===== config.mk =====
export PLATFORM = sky130hd
export DESIGN_NAME = multicycle_ctrl_fsm
export DESIGN_NICKNAME = d
export VERILOG_FILES = /design/src/rtl/riscv_ctrl_pkg.sv /design/src/rtl/ctrl_wait_watchdog.sv /design/src/rtl/multicycle_ctrl_fsm.sv
export SDC_FILE = /design/constraint.sdc
export NUM_CORES = 1
export LEC_CHECK = 0
export CAP_MARGIN = 10
export CORE_MARGIN = 8
export CORE_UTILIZATION = 37
export CTS_CLUSTER_DIAMETER = 120
export CTS_CLUSTER_SIZE = 8
export DETAILED_ROUTE_END_ITERATION = 8
export SLEW_MARGIN = 30
export SYNTH_ARGS = -nofsm -noshare
export SYNTH_HDL_FRONTEND = slang
export SYNTH_SLANG_ARGS = --single-unit

===== constraint.sdc =====
create_clock -name clk -period 4.85 [get_ports clk]
set_input_delay 0.97 -clock clk [delete_from_list [all_inputs] [get_ports clk]]
set_output_delay 0.97 -clock clk [all_outputs]
set_load 0.03 [all_outputs]

===== src/rtl/riscv_ctrl_pkg.sv =====
// Shared types and encodings for the multicycle RISC-V control path.
package riscv_ctrl_pkg;

  typedef enum logic [3:0] {
    FETCH,
    DECODE,
    MEMADR,
    MEMREAD,
    MEMWB,
    MEMWRITE,
    EXECUTER,
    EXECUTEI,
    ALUWB,
    BEQ,
    JAL,
    TRAP
  } statetype;

  localparam logic [6:0] OP_LW  = 7'b0000011;
  localparam logic [6:0] OP_SW  = 7'b0100011;
  localparam logic [6:0] OP_R   = 7'b0110011;
  localparam logic [6:0] OP_I   = 7'b0010011;
  localparam logic [6:0] OP_BEQ = 7'b1100011;
  localparam logic [6:0] OP_JAL = 7'b1101111;

  localparam logic [1:0] RES_ALUOUT    = 2'b00;
  localparam logic [1:0] RES_DATA      = 2'b01;
  localparam logic [1:0] RES_ALURESULT = 2'b10;

  localparam logic [1:0] SRCA_PC    = 2'b00;
  localparam logic [1:0] SRCA_OLDPC = 2'b01;
  localparam logic [1:0] SRCA_RD1   = 2'b10;

  localparam logic [1:0] SRCB_RD2  = 2'b00;
  localparam logic [1:0] SRCB_IMM  = 2'b01;
  localparam logic [1:0] SRCB_FOUR = 2'b10;

  localparam logic [1:0] ALUOP_ADD   = 2'b00;
  localparam logic [1:0] ALUOP_SUB   = 2'b01;
  localparam logic [1:0] ALUOP_FUNCT = 2'b10;

  // States that drive the shared memory and therefore wait on mem_ready.
  function automatic logic isMemState(input statetype s);
    return (s == FETCH) || (s == MEMREAD) || (s == MEMWRITE);
  endfunction

  function automatic logic isLegalOp(input logic [6:0] op);
    return (op == OP_LW) || (op == OP_SW) || (op == OP_R) ||
           (op == OP_I) || (op == OP_BEQ) || (op == OP_JAL);
  endfunction

endpackage


===== src/rtl/ctrl_wait_watchdog.sv =====
// Counts consecutive memory wait cycles and raises a sticky timeout flag.
// TIMEOUT_CYCLES = 0 disables the flag entirely.
module ctrl_wait_watchdog #(
  parameter int TIMEOUT_CYCLES = 255
) (
  input  logic clk,
  input  logic reset,
  input  logic i_wait,
  output logic o_timeout
);

  localparam bit ENABLED = (TIMEOUT_CYCLES > 0);
  localparam int CW = ENABLED ? $clog2(TIMEOUT_CYCLES + 1) : 1;
  localparam logic [CW-1:0] LIMIT = CW'(TIMEOUT_CYCLES);

  logic [CW-1:0] r_count;
  logic [CW-1:0] w_countNext;
  logic          r_timeout;

  // Saturates at LIMIT so a stuck memory never wraps the count back to zero.
  always_comb begin
    w_countNext = '0;
    if (i_wait) begin
      w_countNext = (r_count == LIMIT) ? r_count : r_count + 1'b1;
    end
  end

  always_ff @(posedge clk) begin
    if (reset) begin
      r_count   <= '0;
      r_timeout <= 1'b0;
    end else begin
      r_count   <= w_countNext;
      r_timeout <= r_timeout | (ENABLED && (w_countNext == LIMIT));
    end
  end

  assign o_timeout = r_timeout;

endmodule


===== src/rtl/multicycle_ctrl_fsm.sv =====
// Main control FSM of the multicycle RISC-V core with memory handshake and wait watchdog.
// Define ILLEGAL_OP_TRAP_EN to trap unsupported opcodes instead of treating them as NOPs.
module multicycle_ctrl_fsm
  import riscv_ctrl_pkg::*;
#(
  parameter int TIMEOUT_CYCLES = 255
) (
  input  logic       clk,
  input  logic       reset,
  input  logic [6:0] op,
  input  logic       mem_ready,
  output logic       PCUpdate,
  output logic       Branch,
  output logic       RegWrite,
  output logic       MemWrite,
  output logic       IRWrite,
  output logic       AdrSrc,
  output logic [1:0] ResultSrc,
  output logic [1:0] ALUSrcA,
  output logic [1:0] ALUSrcB,
  output logic [1:0] ALUOp,
  output logic       instr_done,
  output logic       mem_timeout
`ifdef ILLEGAL_OP_TRAP_EN
  ,
  output logic       illegal_op
`endif
);

  statetype r_state;
  logic     w_memWait;
  logic     w_timeout;

  always_ff @(posedge clk) begin
    if (reset) begin
      r_state <= FETCH;
    end else begin
      case (r_state)
        FETCH:    if (mem_ready) r_state <= DECODE;
        DECODE: begin
          case (op)
            OP_LW, OP_SW: r_state <= MEMADR;
            OP_R:         r_state <= EXECUTER;
            OP_I:         r_state <= EXECUTEI;
            OP_BEQ:       r_state <= BEQ;
            OP_JAL:       r_state <= JAL;
`ifdef ILLEGAL_OP_TRAP_EN
            default:      r_state <= TRAP;
`else
            default:      r_state <= FETCH;
`endif
          endcase
        end
        MEMADR:   r_state <= (op == OP_LW) ? MEMREAD : MEMWRITE;
        MEMREAD:  if (mem_ready) r_state <= MEMWB;
        MEMWB:    r_state <= FETCH;
        MEMWRITE: if (mem_ready) r_state <= FETCH;
        EXECUTER: r_state <= ALUWB;
        EXECUTEI: r_state <= ALUWB;
        ALUWB:    r_state <= FETCH;
        BEQ:      r_state <= FETCH;
        JAL:      r_state <= ALUWB;
        TRAP:     r_state <= TRAP;
        default:  r_state <= FETCH;
      endcase
    end
  end

  // Outputs are decoded from state, with memory enables gated by mem_ready in the
  // same cycle; reset forces everything low so an abandoned instruction writes nothing.
  always_comb begin
    PCUpdate   = 1'b0;
    Branch     = 1'b0;
    RegWrite   = 1'b0;
    MemWrite   = 1'b0;
    IRWrite    = 1'b0;
    AdrSrc     = 1'b0;
    ResultSrc  = RES_ALUOUT;
    ALUSrcA    = SRCA_PC;
    ALUSrcB    = SRCB_RD2;
    ALUOp      = ALUOP_ADD;
    instr_done = 1'b0;
    if (!reset) begin
      case (r_state)
        FETCH: begin
          ALUSrcB   = SRCB_FOUR;
          ResultSrc = RES_ALURESULT;
          IRWrite   = mem_ready;
          PCUpdate  = mem_ready;
        end
        DECODE: begin
          ALUSrcA = SRCA_OLDPC;
          ALUSrcB = SRCB_IMM;
`ifndef ILLEGAL_OP_TRAP_EN
          instr_done = !isLegalOp(op);
`endif
        end
        MEMADR: begin
          ALUSrcA = SRCA_RD1;
          ALUSrcB = SRCB_IMM;
        end
        MEMREAD: AdrSrc = 1'b1;
        MEMWB: begin
          ResultSrc  = RES_DATA;
          RegWrite   = 1'b1;
          instr_done = 1'b1;
        end
        MEMWRITE: begin
          AdrSrc     = 1'b1;
          MemWrite   = 1'b1;
          instr_done = mem_ready;
        end
        EXECUTER: begin
          ALUSrcA = SRCA_RD1;
          ALUOp   = ALUOP_FUNCT;
        end
        EXECUTEI: begin
          ALUSrcA = SRCA_RD1;
          ALUSrcB = SRCB_IMM;
          ALUOp   = ALUOP_FUNCT;
        end
        ALUWB: begin
          RegWrite   = 1'b1;
          instr_done = 1'b1;
        end
        BEQ: begin
          ALUSrcA    = SRCA_RD1;
          ALUOp      = ALUOP_SUB;
          Branch     = 1'b1;
          instr_done = 1'b1;
        end
        JAL: begin
          ALUSrcA  = SRCA_OLDPC;
          ALUSrcB  = SRCB_FOUR;
          PCUpdate = 1'b1;
        end
        default: ;
      endcase
    end
  end

  assign w_memWait = isMemState(r_state) && !mem_ready;

  ctrl_wait_watchdog #(
    .TIMEOUT_CYCLES(TIMEOUT_CYCLES)
  ) u_watchdog (
    .clk      (clk),
    .reset    (reset),
    .i_wait   (w_memWait),
    .o_timeout(w_timeout)
  );

  assign mem_timeout = w_timeout & ~reset;

`ifdef ILLEGAL_OP_TRAP_EN
  assign illegal_op = (r_state == TRAP) & ~reset;
`endif

endmodule


==> run metrics <==
outcome finished clean; Worst Slack Setup Final a little under 0.9 ns; Vias per Instance roughly 5.7; synthesis-to-layout area growth 24.2%; post-synthesis instance total 150; Pleak 0.465 nW; WL per Instance 15.2 um; number of setup buffers added after CTS 0; initial cell density of the core around two fifths; post-route minimum period approximately 4.0 ns; Post-Syn Area ~0.0011 mm^2; top fanout value on the critical path 5; Routed Antenna Nets 0; accumulated negative setup slack 0 ns; number of placement rows 19; number of setup violations in the final report 0; Synth Warn # 0; number of inserted diodes 0; root buffer cell sky130_fd_sc_hd__clkbuf_4; Power Density 188 mW/mm^2; grt total ovfl 0; number of clock sinks 13; worst-path cell chain clkdlybuf4s50_1 > and3b_1 > nand2_1 > a21oi_1 > o221a_2 > nor3_1 > clkdlybuf4s50_1; via count of the first global-routing pass between 1000 and 1500; pin count of the biggest net entering global routing 25; nets in the synthesized netlist 161; Total Routed Length 3010 um; skew final 0.00281 ns; Top-Level Pins 26; instance area at placement 0.00132 mm^2; core outline area 0.00278 mm^2; number of antenna violations at the first check in global routing 0; maximum clock frequency 251 MHz; number of levels the H-tree was split into 1; most instantiated flip-flop cell in the synthesis netlist sky130_fd_sc_hd__dfxtp_1; Detailed Routing Iterations Pass 1 4; worst max-slew margin expressed relative to the limit between 40% and 50%; GRT Util Overall about an eighth; async set-or-reset flop fraction in the synthesized netlist 0%; Critical Path Slowest Stage Cell sky130_fd_sc_hd__clkdlybuf4s50_1; CTS-repair resized insts 0; final hold vios 0; Crit Path Category in2out; critical path arrival 3.02 ns; cts-stage hold buffer count 0; Remaining DRCs 0; total vias in the final route 1137; required time of the critical path between 3 and 4 ns; final slew viol count 0; measured slew at the worst slew-check pin 0.820 ns; fill cell count 288; count of different cell masters after synthesis 46; total of flip-flops plus latches after synthesis 13; post-synthesis average cell area slightly above 7 um^2; proportion of layout cells with a drive suffix above 1 6.59%; Skew-Pair Late Insertion Delay approximately 0.27 ns; worst min-delay path class reg2reg; slowest stage delay, CP around 0.71 ns; Crit. End Element primary output; Post-synth EDFFs 0; DP Wirelength approximately 2300 um; final period utilization approximately 82%; Placement Setup Slack 0.902 ns; Peak supply drop 0.000175 V; cell with the most instances on the worst path sky130_fd_sc_hd__clkdlybuf4s50_1; # Max-Cap Violations 0; die footprint 0.00492 mm^2; global-route wire length before repair 5180 um; clock buffers created by TritonCTS 3; finished layout cell area ~0.0013 mm^2; buffers from clock root to sink, at most 2; unrepaired setup endpoints after global routing false; clock tree from TritonCTS yes; die extent in x around 70 um; number of buffers inserted by port buffering 25; violation count after the first detailed-routing iteration 81; sequential cell area fraction in the yosys report 24.0%; number of nets in the final layout 179; RD Place Congestion 0.880; clock-pin slew on the worst setup and hold paths 0.08 ns; y dimension of the die 70.1 um; startpoint kind of the worst setup timing path input pin
-- state kept, by name (all words and copies together), names as in the netlist --
| name | cells |
|---|---|
| u_watchdog.o_timeout | 1 |
| u_watchdog.r_count | 8 |
| r_state | 4 |
-- final timing paths --
check	start	depth (start not counted)	slack (ns)	to
hold reg to reg	u_watchdog.o_timeout	2	0.46	u_watchdog.o_timeout
setup / recovery	op[4]	7	0.86	instr_done
setup reg to reg	r_state[1]	5	2.53	u_watchdog.o_timeout
hold / removal	u_watchdog.o_timeout	2	0.46	u_watchdog.o_timeout
-- cell usage after synthesis, drive strengths merged (5+ instances only) --
cell type | count | area, um^2
dfxtp | 13 | 260
nor2 | 20 | 75.1
o21ai | 5 | 25.0
nor3 | 8 | 45.0
nand2b | 8 | 57.6
nor4 | 6 | 37.5
a21oi | 10 | 50.1
nand2 | 9 | 33.8
clkbuf | 11 | 41.3
inv | 5 | 18.8
-- critical path, delay by kind of cell --
| kind | cells | cell delay [ns] |
|---|---|---|
| compound gates | 2 | 0.34 |
| buf+inv | 2 | 1.25 |
| simple gates | 3 | 0.45 |
-- cell families (layout without fill, tap and decap cells) --
| group | after synthesis | count (layout) | share of synthesized area [%] |
|---|---|---|---|
| simple gates | 76 | 76 | 39.1 |
| compound gates | 33 | 33 | 20.2 |
| xor+xnor | 6 | 6 | 4.85 |
| mux | 3 | 3 | 3.35 |
| flops | 13 | 13 | 24.0 |
| buf+inv | 18 | 35 | 7.28 |
| fa+ha+maj | 1 | 1 | 1.15 |
-- cell type report --
cell class / count / area, um^2 / area share [%]
clock buffer: 4 / 26.3 / 1.95
inverter: 5 / 18.8 / 1.39
multi-input combinational: 119 / 744 / 55.3
sequential: 13 / 260 / 19.3
tap: 31 / 38.8 / 2.88
timing repair buffer: 26 / 258 / 19.1
-- report_power, final --
part / leakage [nW] / total [W] / internal [W] / switching (W)
Combinational: 0.345 / 0.0000713 / 0.0000322 / 0.0000391
Clock: 0.0150 / 0.0000662 / 0.0000319 / 0.0000344
Sequential: 0.105 / 0.000115 / 0.000109 / 0.00000608
Total: 0.465 / 0.000252 / 0.000173 / 0.0000795
-- cells in the final DEF (no fill, tap or decap), types with 2 or more instances in the layout --
master,n
sky130_fd_sc_hd__a21oi_1,10
sky130_fd_sc_hd__a22o_1,2
sky130_fd_sc_hd__a31oi_1,3
sky130_fd_sc_hd__and3b_1,2
sky130_fd_sc_hd__and4_1,2
sky130_fd_sc_hd__clkbuf_4,3
sky130_fd_sc_hd__clkdlybuf4s50_1,25
sky130_fd_sc_hd__dfxtp_1,13
sky130_fd_sc_hd__inv_1,5
sky130_fd_sc_hd__nand2_1,9
sky130_fd_sc_hd__nand2b_1,7
sky130_fd_sc_hd__nand3_1,3
sky130_fd_sc_hd__nand4_1,2
sky130_fd_sc_hd__nor2_1,20
sky130_fd_sc_hd__nor2b_1,3
sky130_fd_sc_hd__nor3_1,7
sky130_fd_sc_hd__nor3b_1,3
sky130_fd_sc_hd__nor4_1,6
sky130_fd_sc_hd__o21ai_0,5
sky130_fd_sc_hd__o311ai_0,2
sky130_fd_sc_hd__o31ai_1,2
sky130_fd_sc_hd__or2_2,2
sky130_fd_sc_hd__or3_1,3
sky130_fd_sc_hd__xnor2_1,3
sky130_fd_sc_hd__xor2_1,3
-- layer usage --
layer / up-vias / wire length [um] / global-route usage [%]
met1: 525 / 1300 / 12.9
met2: 29 / 1480 / 21.1
met5: - / 0 / 0
met4: 0 / 42 / 6.70
li1: 579 / - / -
met3: 4 / 197 / 3.67
-- stage by stage --
step | hold WS [ns] | power [W] | std cells | utilization [%]
after detailed placement | 0.450 | 0.000188 | 194 | 47.5
final | 0.460 | 0.000252 | 198 | 48.4
after CTS | 0.468 | 0.000255 | 198 | 48.4
after floorplan | 0.429 | 0.000161 | 150 | -
after global routing | 0.487 | 0.000267 | 198 | 48.4
after global placement | 0.449 | 0.000188 | 194 | 47.5
No activity file was read; power rests on OpenSTA's default activity.
